`config.mk`:
```
export PLATFORM = sky130hd
export DESIGN_NAME = led_sequencer
export DESIGN_NICKNAME = d
export VERILOG_FILES = /design/src/rtl/led_seq_pkg.sv /design/src/rtl/tick_divider.sv /design/src/rtl/led_sequencer.sv
export SDC_FILE = /design/constraint.sdc
export NUM_CORES = 1
export LEC_CHECK = 0
export ABC_AREA = 1
export BUFFER_PORTS_ARGS = -buffer_cell sky130_fd_sc_hd__buf_4
export CAP_MARGIN = 0
export CORE_MARGIN = 1
export CORE_UTILIZATION = 50
export CTS_CLUSTER_DIAMETER = 50
export DETAILED_ROUTE_END_ITERATION = 8
export PLACE_DENSITY = 0.72
export SYNTH_ARGS = -nofsm -noshare
export SYNTH_HDL_FRONTEND = slang
export SYNTH_HIERARCHICAL = 1
export SYNTH_SLANG_ARGS = --single-unit
```
`constraint.sdc`:
```
create_clock -name clk -period 2.2 [get_ports clk]
set_input_delay 0.11 -clock clk [delete_from_list [all_inputs] [get_ports clk]]
set_output_delay 0.11 -clock clk [all_outputs]
set_load 0.01 [all_outputs]
```
`src/rtl/led_seq_pkg.sv`:
```
// led_seq_pkg: shared types and constants for the LED sequencer.
//   mode_e        : sequencing mode held in the MODE register
//   ADDR_*        : CPU register map (2-bit address)
//   *_RST         : reset values for PATTERN, PERIOD and the current frame
package led_seq_pkg;

  typedef enum logic [1:0] {
    MANUAL = 2'd0,
    BLINK  = 2'd1,
    CHASE  = 2'd2,
    COUNT  = 2'd3
  } mode_e;

  localparam logic [1:0] ADDR_PATTERN = 2'd0;
  localparam logic [1:0] ADDR_MODE    = 2'd1;
  localparam logic [1:0] ADDR_PERIOD  = 2'd2;
  localparam logic [1:0] ADDR_FRAME   = 2'd3;

  localparam logic [7:0] PATTERN_RST  = 8'hFF;
  localparam logic [7:0] PERIOD_RST   = 8'h0F;
  localparam logic [7:0] FRAME_RST    = 8'hFF;

endpackage

```
`src/rtl/tick_divider.sv`:
```
// tick_divider: free-running prescaler, 0..TICK_DIV-1 with wrap.
//   clk, reset : system clock, synchronous active-high reset
//   clear      : restart the count at 0 (takes priority over counting)
//   enable     : count only while high; held at 0 otherwise
//   tick       : high for the one cycle the count equals TICK_DIV-1
module tick_divider #(
  parameter int TICK_DIV = 50000
) (
  input  logic clk,
  input  logic reset,
  input  logic clear,
  input  logic enable,
  output logic tick
);

  localparam int CW = $clog2(TICK_DIV);
  localparam logic [CW-1:0] LAST = CW'(TICK_DIV - 1);

  logic [CW-1:0] cnt;

  always_ff @(posedge clk) begin
    if (reset || clear || !enable) cnt <= '0;
    else if (cnt == LAST)          cnt <= '0;
    else                           cnt <= cnt + CW'(1);
  end

  // Gated by enable so a disabled divider can never leak a tick.
  assign tick = enable && (cnt == LAST);

endmodule

```
`src/rtl/led_sequencer.sv`:
```
// led_sequencer: CPU-programmable driver for the LED register write port.
//   clk, reset     : system clock, synchronous active-high reset
//   writeEnable    : CPU write strobe (one cycle per write)
//   readEnable     : CPU read strobe, readData valid the following cycle
//   addr           : 0 PATTERN, 1 MODE, 2 PERIOD, 3 FRAME (read-only)
//   writeData      : CPU write data
//   readData       : registered read data, holds between reads
//   ledWriteEnable : single-cycle write pulse to the LED register
//   ledWriteData   : frame presented with the pulse, holds between pulses
//   running        : MODE != MANUAL
module led_sequencer
  import led_seq_pkg::*;
#(
  parameter int TICK_DIV = 50000,
  parameter int DATA_W   = 8
) (
  input  logic              clk,
  input  logic              reset,
  input  logic              writeEnable,
  input  logic              readEnable,
  input  logic [1:0]        addr,
  input  logic [DATA_W-1:0] writeData,
  output logic [DATA_W-1:0] readData,
  output logic              ledWriteEnable,
  output logic [DATA_W-1:0] ledWriteData,
  output logic              running
);

  logic [DATA_W-1:0] pattern, period, frame, stepCnt, nextFrame;
  mode_e             mode;
  logic              tick, step, clr;
  logic              wrPat, wrMode, wrPer;

  assign wrPat  = writeEnable && (addr == ADDR_PATTERN);
  assign wrMode = writeEnable && (addr == ADDR_MODE);
  assign wrPer  = writeEnable && (addr == ADDR_PERIOD);
  // Any register write restarts the timebase so the next step is a full
  // period after the CPU's change.
  assign clr    = wrPat || wrMode || wrPer;

  tick_divider #(.TICK_DIV(TICK_DIV)) u_div (
    .clk    (clk),
    .reset  (reset),
    .clear  (clr),
    .enable (mode != MANUAL),
    .tick   (tick)
  );

  assign step    = tick && (stepCnt == period);
  assign running = (mode != MANUAL);

  always_comb begin
    nextFrame = frame;
    case (mode)
      BLINK:   nextFrame = ~frame;
      CHASE:   nextFrame = {frame[DATA_W-2:0], frame[DATA_W-1]};
      COUNT:   nextFrame = frame + DATA_W'(1);
      default: nextFrame = frame;
    endcase
  end

  always_ff @(posedge clk) begin
    if (reset) begin
      pattern        <= DATA_W'(PATTERN_RST);
      period         <= DATA_W'(PERIOD_RST);
      frame          <= DATA_W'(FRAME_RST);
      mode           <= MANUAL;
      stepCnt        <= '0;
      ledWriteEnable <= 1'b0;
      ledWriteData   <= DATA_W'(FRAME_RST);
      readData       <= '0;
    end else begin
      ledWriteEnable <= 1'b0;

      // Read mux sees pre-write register values, so a read and write to the
      // same address in one cycle returns the old contents.
      if (readEnable) begin
        case (addr)
          ADDR_PATTERN: readData <= pattern;
          ADDR_MODE:    readData <= {{(DATA_W-2){1'b0}}, mode};
          ADDR_PERIOD:  readData <= period;
          default:      readData <= frame;
        endcase
      end

      if (!running || clr)  stepCnt <= '0;
      else if (tick)        stepCnt <= (stepCnt == period) ? '0 : stepCnt + DATA_W'(1);

      // CPU writes own the LED port; a step coinciding with any write
      // (including the ignored FRAME address) is dropped, never deferred.
      if (wrPat) begin
        pattern        <= writeData;
        frame          <= writeData;
        ledWriteEnable <= 1'b1;
        ledWriteData   <= writeData;
      end else if (wrMode) begin
        mode           <= mode_e'(writeData[1:0]);
        frame          <= pattern;
        ledWriteEnable <= 1'b1;
        ledWriteData   <= pattern;
      end else if (wrPer) begin
        period         <= writeData;
      end else if (step && !writeEnable) begin
        frame          <= nextFrame;
        ledWriteEnable <= 1'b1;
        ledWriteData   <= nextFrame;
      end
    end
  end

endmodule

```
==> impl_metrics.env, run 1 <==
export IMPL_whs_ps=0.5484
export IMPL_synth_distinct_cells=38
export IMPL_status="complete, no violations"
export IMPL_syn_num_nets=482
export IMPL_path_buf_inv=0
export IMPL_yosysSeqAreaShare_pct=36.66
export IMPL_worstSkewPairLatency_ps=340
export IMPL_slew_violations=0
export IMPL_dpl_hpwl_mm=5.815
export IMPL_rows=28
export IMPL_relSlewSlack_pct=70.86
export IMPL_avgSynthCellArea_um2=6.929
export IMPL_htreeDepth=3
export IMPL_antenna_found_initial=0
export IMPL_yosys_register_bits=59
export IMPL_first_iter_violations=309
export IMPL_core_area_um2=6061
export IMPL_fmax_ghz=0.4957
export IMPL_cp_arrival_ps=2240
export IMPL_utilization_pct=61.91
export IMPL_cts_tree="done"
export IMPL_grt_max_degree=19
export IMPL_crit_path_end_kind="flop"
export IMPL_cts_buffer_depth=2
export IMPL_pin_count=32
export IMPL_criticalPathCategory="flop to flop"
export IMPL_setup_tns_ps=0
export IMPL_die_area_um2=6768
export IMPL_grt_pass1_wl_mm=12.97
export IMPL_p_per_area_nw_per_um2=651.5
export IMPL_fin_crit_ps=2017
export IMPL_drtAntennaViolNets=0
export IMPL_pwr_share_comb_pct=14.0
export IMPL_layout_common_cells="nand2_1 (137), dfxtp_1 (58), inv_1 (44), nand3_1 (42)"
export IMPL_worstMarginPinSlew_ps=436.6
export IMPL_p_leak_nw=1.610
export IMPL_nNetsFinal=523
export IMPL_grt_usage_pct=25.71
export IMPL_yosys_warnings=6
export IMPL_synth_area_um2=3222
export IMPL_skew_ps=7.810
export IMPL_critPathLaunchType="flop"
export IMPL_syn_inst=465
export IMPL_die_height_um=82.27
export IMPL_syn2layout_area_growth_pct=16.47
export IMPL_final_cell_area_um2=3752
export IMPL_power_share_switching_pct=28.04
export IMPL_fin_crit_sh_pct=91.70
export IMPL_die_w_um=82.27
export IMPL_worstPathMaxFanout=8
export IMPL_first_pass_iters=5
export IMPL_overflow=0
export IMPL_drc=0
export IMPL_power_frac_clock_pct=39.1
export IMPL_wirelength_mm=8.040
export IMPL_root_buffer="clkbuf_8"
export IMPL_vias=3207
export IMPL_crit_slowest_cell="dfxtp_1"
export IMPL_hold_viol=0
export IMPL_cts_sinks=59
export IMPL_cp_data_required_time_ps=2420
export IMPL_yosys_area_top_type="dfxtp_1"
export IMPL_layout_drive_gt1_share_pct=19.37
export IMPL_p_int_mw=1.759
export IMPL_viasPerCell=5.473
export IMPL_portBuffers=31
export IMPL_placed_area_um2=3536
export IMPL_yosys_area_top_type_share_pct=36.66
export IMPL_worst_path_most_repeated_cell="nand3_1"
export IMPL_hp_class="primary input to flop"
export IMPL_antennaDiodeCount=0
export IMPL_grt_pass1_vias=2758
export IMPL_power_mw=2.445
export IMPL_path_clk_slew_ps=70
export IMPL_cts_buffers=9
export IMPL_ir_drop_mv=0.5429
export IMPL_cp_top_family="simple AND/OR/NAND/NOR gates"
export IMPL_initial_core_util_pct=53.16
export IMPL_maxCapViolCount=0
export IMPL_crit_chain="ha_2 -> nand3_2 -> nor2_2 -> nand3_1 -> nor2_2 -> o21ai_0 -> nor3_1 -> nand3_1 -> nand2_4 -> nand2_8 -> nand2_1 -> nand3_1"
export IMPL_post_drt_wl_per_cell_um=13.72
export IMPL_critical_path_max_stage_delay_ps=350
export IMPL_p_sw_mw=0.6855
export IMPL_final_setup_viol_count=0
export IMPL_p_seq_share_pct=46.9
export IMPL_synth_top_cells_by_area="dfxtp_1 (37%), nand2_1 (16%), nand3_1 (6.5%)"
export IMPL_gp_congestion=0.8999
export IMPL_final_common_cell="nand2_1"
## cells by family (layout without fill, tap and decap cells)
family | after synthesis | in the layout | share of synthesized area, %
simple gates | 260 | 260 | 37.51
compound gates | 71 | 71 | 13.40
buf+inv | 60 | 106 | 8.000
flops | 59 | 59 | 36.66
xor+xnor | 12 | 12 | 3.262
fa+ha+maj | 3 | 3 | 1.165
## Yosys cell counts, drive strengths merged
cell type / n
a221oi: 2
or2: 3
o211ai: 5
o21bai: 1
nand4: 6
nand3: 44
buf: 4
o21ai: 31
a211oi: 1
a21oi: 23
dfxtp: 59
ha: 3
nor3: 6
xor2: 11
nand2: 146
inv: 52
nor2: 55
a41oi: 6
xnor2: 1
clkbuf: 4
o221ai: 1
a31oi: 1
## state kept, by name, summed over array words and instances, names as in the netlist
signal and cells:
period 8, pattern 8, mode 2, readData 8, stepCnt 8, ledWriteEnable 1
u_div/cnt 16, frame 8
## power by group through the flow
stage | Clock [mW] | Combinational [mW] | Sequential [mW]
after floorplan | 0 | 0.213 | 1.17
after global placement | 0 | 0.329 | 1.17
after detailed placement | 0 | 0.333 | 1.17
after CTS | 0.970 | 0.338 | 1.15
after global routing | 1.02 | 0.385 | 1.15
final | 0.955 | 0.342 | 1.15
## cell type report
class	instances	area, um2
inverter	52	207.7
multi-input combinational	346	1795
sequential	59	1182
clock inverter	5	53.80
fill	567	2308
tap	75	93.84
timing repair buffer	38	287.8
clock buffer	11	131.4
## per-stage QoR
| stage | setup slack (ps) | instances |
|---|---|---|
| final | 182.5 | 586 |
| after global routing | -14.02 | 586 |
| after CTS | 71.33 | 585 |
| after detailed placement | 103.1 | 568 |
| after global placement | 158.0 | 568 |
| after floorplan | 200.7 | 465 |
## worst paths after layout
path	startpoint	endpoint	slack, ps	cells after the start
worst max register to register	u_div/cnt[1]$_SDFF_PP0_	frame[6]$_SDFFE_PP1P_	180	12
worst max-delay path	u_div/cnt[1]$_SDFF_PP0_	frame[6]$_SDFFE_PP1P_	180	12
worst min register to register	u_div/cnt[0]$_SDFF_PP0_	u_div/cnt[0]$_SDFF_PP0_	430	1
worst min-delay path	writeData[3]	period[3]$_SDFFE_PP1P_	0.5	3
## per-layer routing
| metal | wire, um | share of wire [%] | vias up | global-route usage (%) |
|---|---|---|---|---|
| li1 | - | - | 1600 | - |
| met1 | 3702 | 46 | 1471 | 34.70 |
| met2 | 3633 | 45 | 123 | 40.25 |
| met3 | 556 | 6.9 | 13 | 6.044 |
| met4 | 147 | 1.8 | 0 | 8.246 |
| met5 | 0 | 0 | - | 0 |
## timing repair
action | CTS | global route
gates resized for setup | 0 | 5
hold buffers | 1 | 0
buffers inserted | 0 | 1
endpoints found under the hold margin | 1 | 0
setup endpoints to repair | 0 | 9
## tightest hold or removal path, stage by stage
cell      delay [ps]
buf_4             90
nand2_1           40
o211ai_1          60
No activity file was read; power rests on OpenSTA's default activity.
==> run 2: changes to the inputs <==
CORE_UTILIZATION = 59   (was 50)
PLACE_DENSITY = 0.83   (was 0.72)
==> run 2 against run 1 <==
Compared with the run above:
- clock power up 19%
- sequential cell count did not move
- largest power group unchanged
- sequential share of layout area shrank 0.47 points
- sequential power about the same
- critical path depth stayed put
- critical path type unchanged
- via count rose by 0.44%
- die area down 15%
- largest cell class unchanged
- power rose by 7.7%
- clock skew increased by 1.7 ps
- combinational power increased by 1%
==> impl_metrics.env, run 2 (synthesis gave the netlist of run 1 again) <==
export IMPL_portBuffers=31
export IMPL_initial_core_util_pct=62.29
export IMPL_fmax_ghz=0.5015
export IMPL_p_int_mw=1.939
export IMPL_largest_register_ffs=16
export IMPL_relSlewSlack_pct=76.62
export IMPL_finalWorstSetupSlack_ps=205.9
export IMPL_hp_class="primary input to flop"
export IMPL_die_w_um=75.90
export IMPL_regArea_um2=1184
export IMPL_use_met1_pct=40.49
export IMPL_die_height_um=75.90
export IMPL_syn2layout_area_growth_pct=18.37
export IMPL_pin_count=32
export IMPL_post_cts_buffers=0
export IMPL_grt_use_met3_pct=8.069
export IMPL_skew_ps=9.473
export IMPL_fin_crit_sh_pct=90.64
export IMPL_placed_area_um2=3537
export IMPL_core_area_um2=5172
export IMPL_grt_usage_pct=30.48
export IMPL_drtAntennaViolNets=0
export IMPL_cp_top_family="simple AND/OR/NAND/NOR gates"
export IMPL_grt_pass1_vias=2828
export IMPL_die_area_um2=5760
export IMPL_p_sw_mw=0.6944
export IMPL_critPathLaunchType="flop"
export IMPL_cts_sinks=59
export IMPL_critical_path_max_stage_delay_ps=360
export IMPL_worstPathMaxFanout=8
export IMPL_dp_slack_ps=25.83
export IMPL_power_mw=2.634
export IMPL_rows=26
export IMPL_multiInputGateArea_um2=1809
export IMPL_path_buf_inv=0
export IMPL_utilization_pct=73.73
export IMPL_viasPerCell=5.525
export IMPL_root_buffer="clkbuf_8"
export IMPL_crit_chain="ha_2 -> nand3_2 -> nor2_2 -> nand3_1 -> nor2_1 -> o21ai_0 -> nor3_2 -> nand3_2 -> nand2_4 -> nand2_8 -> nand2_1 -> nand3_1"
export IMPL_final_common_cell="nand2_1"
export IMPL_layout_drive_gt1_share_pct=20.08
export IMPL_grt_pass1_wl_mm=12.90
export IMPL_worstMarginPinSlew_ps=350.2
export IMPL_rsz0062_at_grt="no"
export IMPL_grt_max_degree=20
export IMPL_pwr_share_comb_pct=13.1
export IMPL_use_met2_pct=47.20
export IMPL_reg2reg_slack_ps=210
export IMPL_fin_crit_ps=1994
export IMPL_crit_path_end_kind="flop"
export IMPL_status="complete, no violations"
export IMPL_worstSkewPairLatency_ps=350
export IMPL_antennaDiodeCount=0
export IMPL_ir_drop_mv=0.5434
export IMPL_cp_data_required_time_ps=2440
export IMPL_p_per_area_nw_per_um2=690.6
export IMPL_power_share_switching_pct=26.37
export IMPL_path_clk_slew_ps=70
export IMPL_final_cell_area_um2=3814
export IMPL_power_frac_clock_pct=43.3
export IMPL_top_register="u_div/cnt"
export IMPL_p_leak_nw=1.636
export IMPL_vias=3221
export IMPL_dpl_hpwl_mm=5.753
export IMPL_maxCapViolCount=0
export IMPL_p_seq_share_pct=43.6
export IMPL_crit_slowest_cell="dfxtp_2"
export IMPL_criticalPathCategory="flop to flop"
export IMPL_layout_common_cells="nand2_1 (137), dfxtp_1 (57), inv_1 (44), nand3_1 (41), nor2_1 (38)"
export IMPL_post_drt_wl_per_cell_um=13.70
export IMPL_final_setup_viol_count=0
export IMPL_slew_violations=0
export IMPL_first_pass_iters=7
export IMPL_cts_tree="done"
export IMPL_gp_congestion=0.9102
export IMPL_cts_buffers=9
export IMPL_cp_arrival_ps=2230
export IMPL_overflow=0
export IMPL_setup_tns_ps=0
export IMPL_nNetsFinal=525
export IMPL_drc=0
export IMPL_htreeDepth=3
export IMPL_hold_viol=0
export IMPL_antenna_found_initial=0
export IMPL_cts_buffer_depth=2
export IMPL_top_usage_layer="met2"
export IMPL_first_iter_violations=284
export IMPL_fillers=429
export IMPL_wirelength_mm=7.988
-- run 2: worst paths after layout --
| path | from | to | depth (start not counted) |
|---|---|---|---|
| min | writeData[6] | period[6]$_SDFFE_PP0P_ | 3 |
| max | u_div/cnt[0]$_SDFF_PP0_ | frame[0]$_SDFFE_PP1P_ | 12 |
| max reg2reg | u_div/cnt[0]$_SDFF_PP0_ | frame[0]$_SDFFE_PP1P_ | 12 |
| min reg2reg | u_div/cnt[0]$_SDFF_PP0_ | u_div/cnt[0]$_SDFF_PP0_ | 1 |
-- run 2: what timing repair did --
item | in CTS | in global routing
endpoints found under the hold margin | 2 | 0
pin swaps | 2 | 3
setup endpoints to repair | 2 | 11
cloned | 1 | 0
gates resized for setup | 3 | 4
hold buffers | 2 | 0
-- run 2: worst reg2reg max path, stage by stage, from the launching register on --
cell	delay, ps
dfxtp_2	360
ha_2	200
nand3_2	140
nor2_2	140
nand3_1	90
nor2_1	140
o21ai_0	130
nor3_2	180
nand3_2	150
nand2_4	150
nand2_8	80
nand2_1	70
nand3_1	70
-- run 2: through the flow --
step                hold slack, ps  cells
floorplan                    179.1    465
global placement             337.0    564
detailed placement           348.8    564
CTS                          4.077    583
global route                 22.75    583
finish                       14.82    583
-- run 2: metal layers --
metal	vias to the layer above	routed length [um]
met5	-	0
met4	0	156
met3	19	621
met2	146	3637
met1	1460	3573
li1	1596	-
-- run 2: power groups by stage --
stage                     logic [mW]  clock network, mW  registers [mW]
final                          0.346               1.14            1.15
after global placement         0.328                  0            1.17
after floorplan                0.213                  0            1.17
after detailed placement       0.334                  0            1.17
after global routing           0.385               1.20            1.15
after CTS                      0.341               1.14            1.15
-- run 2: area by class of cell --
| cell class | instances | share of cell area [%] |
|---|---|---|
| Tap cell | 70 | 2.297 |
| Timing Repair Buffer | 39 | 7.808 |
| Clock inverter | 4 | 1.903 |
| Multi-Input combinational cell | 347 | 47.44 |
| Sequential cell | 59 | 31.04 |
| Clock buffer | 12 | 4.068 |
| Inverter | 52 | 5.446 |
==> run 3: changes to the inputs <==
CORE_ASPECT_RATIO = 2   (was unset)
GPL_ROUTABILITY_DRIVEN = 0   (was unset)
PLACE_DENSITY = 0.8   (was 0.83)
==> run 3 against run 2 <==
Compared with the run above:
- maximum frequency increased by 0.52%
- die area increased by 0.31%
- cell area decreased by 0.69%
- register-to-register slack about the same
- critical path depth decreased by 1
- wire length increased by 7.8%
- worst setup slack improved by 10 ps
- final cell count decreased by 1.7%
- critical endpoint is now stepCnt[7]$_SDFFE_PP0P_
==> impl_metrics.env, run 3 (synthesis gave the netlist of run 1 again) <==
export IMPL_setup_tns_ps=0
export IMPL_critPathLaunchType="flop"
export IMPL_multiInputGateArea_um2=1810
export IMPL_power_frac_clock_pct=39.5
export IMPL_power_share_switching_pct=27.30
export IMPL_grt_max_degree=19
export IMPL_pin_count=32
export IMPL_nNetsFinal=527
export IMPL_final_setup_viol_count=0
export IMPL_first_pass_iters=5
export IMPL_p_per_area_nw_per_um2=652.4
export IMPL_ir_drop_mv=0.5726
export IMPL_die_height_um=106.5
export IMPL_fillers=450
export IMPL_final_common_cell="nand2_1"
export IMPL_grt_pass1_wl_mm=13.79
export IMPL_first_iter_violations=104
export IMPL_pwr_share_comb_pct=14.0
export IMPL_post_drt_wl_per_cell_um=15.03
export IMPL_die_area_um2=5778
export IMPL_p_leak_nw=1.625
export IMPL_dp_cells=551
export IMPL_antenna_found_initial=0
export IMPL_grt_pass1_vias=3101
export IMPL_hold_viol=0
export IMPL_skew_ps=7.287
export IMPL_htreeDepth=3
export IMPL_dpl_hpwl_mm=6.759
export IMPL_r2r_start="u_div/cnt[0]$_SDFF_PP0_"
export IMPL_worstPathMaxFanout=3
export IMPL_slew_violations=0
export IMPL_finalNonFillerCells=573
export IMPL_maxCapViolCount=0
export IMPL_cp_arrival_ps=2230
export IMPL_drc=0
export IMPL_utilization_pct=73.05
export IMPL_fin_crit_ps=1984
export IMPL_min_from="writeData[4]"
export IMPL_p_seq_share_pct=46.5
export IMPL_portBuffers=31
export IMPL_grt_use_met3_pct=7.010
export IMPL_worstSkewPairLatency_ps=350
export IMPL_finalWorstSetupSlack_ps=216.2
export IMPL_syn2layout_area_growth_pct=17.55
export IMPL_hp_class="primary input to flop"
export IMPL_reg2reg_slack_ps=220
export IMPL_wirelength_mm=8.613
export IMPL_path_clk_slew_ps=70
export IMPL_placed_area_um2=3515
export IMPL_use_met2_pct=61.15
export IMPL_layout_common_cells="nand2_1 (137), dfxtp_1 (57), inv_1 (44), nand3_1 (41), buf_4 (38)"
export IMPL_whs_ps=15.71
export IMPL_power_mw=2.471
export IMPL_root_buffer="clkbuf_8"
export IMPL_cts_tree="done"
export IMPL_p_int_mw=1.797
export IMPL_critPathLaunch="u_div/cnt[0]$_SDFF_PP0_"
export IMPL_top_register="u_div/cnt"
export IMPL_cts_sinks=59
export IMPL_die_w_um=54.25
export IMPL_largest_register_ffs=16
export IMPL_regArea_um2=1184
export IMPL_crit_path_end_kind="flop"
export IMPL_cts_buffers=9
export IMPL_drtAntennaViolNets=0
export IMPL_layout_drive_gt1_share_pct=19.42
export IMPL_worstMarginPinSlew_ps=481.4
export IMPL_criticalPathCategory="flop to flop"
export IMPL_top_usage_layer="met2"
export IMPL_viasPerCell=5.497
export IMPL_vias=3150
export IMPL_antennaDiodeCount=0
export IMPL_cts_buffer_depth=2
export IMPL_cp_data_required_time_ps=2440
export IMPL_fmax_ghz=0.5041
export IMPL_final_cell_area_um2=3787
export IMPL_rows=37
export IMPL_overflow=0
export IMPL_core_area_um2=5185
export IMPL_p_sw_mw=0.6745
export IMPL_fin_crit_sh_pct=90.17
export IMPL_use_met1_pct=30.96
export IMPL_dp_slack_ps=-7.539
export IMPL_initial_core_util_pct=62.14
export IMPL_status="complete, no violations"
export IMPL_grt_usage_pct=33.56
export IMPL_relSlewSlack_pct=67.87
-- run 3: critical path, cell delays in order, from the launching register on --
cell	delay (ps)
dfxtp_1	370
ha_4	160
nand3_2	100
nor2_2	110
nand3_1	100
nor2_2	140
buf_4	120
nand4_1	130
nor3_1	290
nand3_1	150
xor2_1	150
nor2_1	50
-- run 3: cell type report --
class	instances	share of cell area [%]
clock buffers	14	4.030
clock inverters	2	0.9250
inverters	52	5.484
multi-input cells	346	47.80
flip-flops and latches	59	31.25
well taps	58	1.916
repair buffers	42	8.589
-- run 3: power groups by stage --
stage,Sequential [mW],Clock [mW],Combinational (mW)
6_report,1.15,0.975,0.346
5_1_grt,1.16,1.02,0.390
4_1_cts,1.15,0.983,0.343
3_5_place_dp,1.17,0,0.335
3_3_place_gp,1.17,0,0.328
2_1_floorplan,1.17,0,0.213
-- run 3: repair_timing --
| action | in CTS | in global routing |
|---|---|---|
| resized for setup | 0 | 8 |
| pin swaps | 1 | 3 |
| hold buffers | 4 | 0 |
| setup buffers | 0 | 2 |
| gates cloned | 0 | 0 |
| hold endpoints to repair | 6 | 0 |
| endpoints found under the setup margin | 8 | 12 |
-- run 3: path summary, 6_finish.rpt --
kind | cells after the start | to
hold reg to reg | 2 | period[5]$_SDFFE_PP0P_
setup reg to reg | 11 | stepCnt[7]$_SDFFE_PP0P_
hold / removal | 3 | pattern[4]$_SDFFE_PP1P_
setup / recovery | 11 | stepCnt[7]$_SDFFE_PP0P_
-- run 3: metal layers --
metal	vias up	wire length [um]
met5	-	0
met4	0	335
met3	28	260
li1	1601	-
met2	69	4928
met1	1452	3090
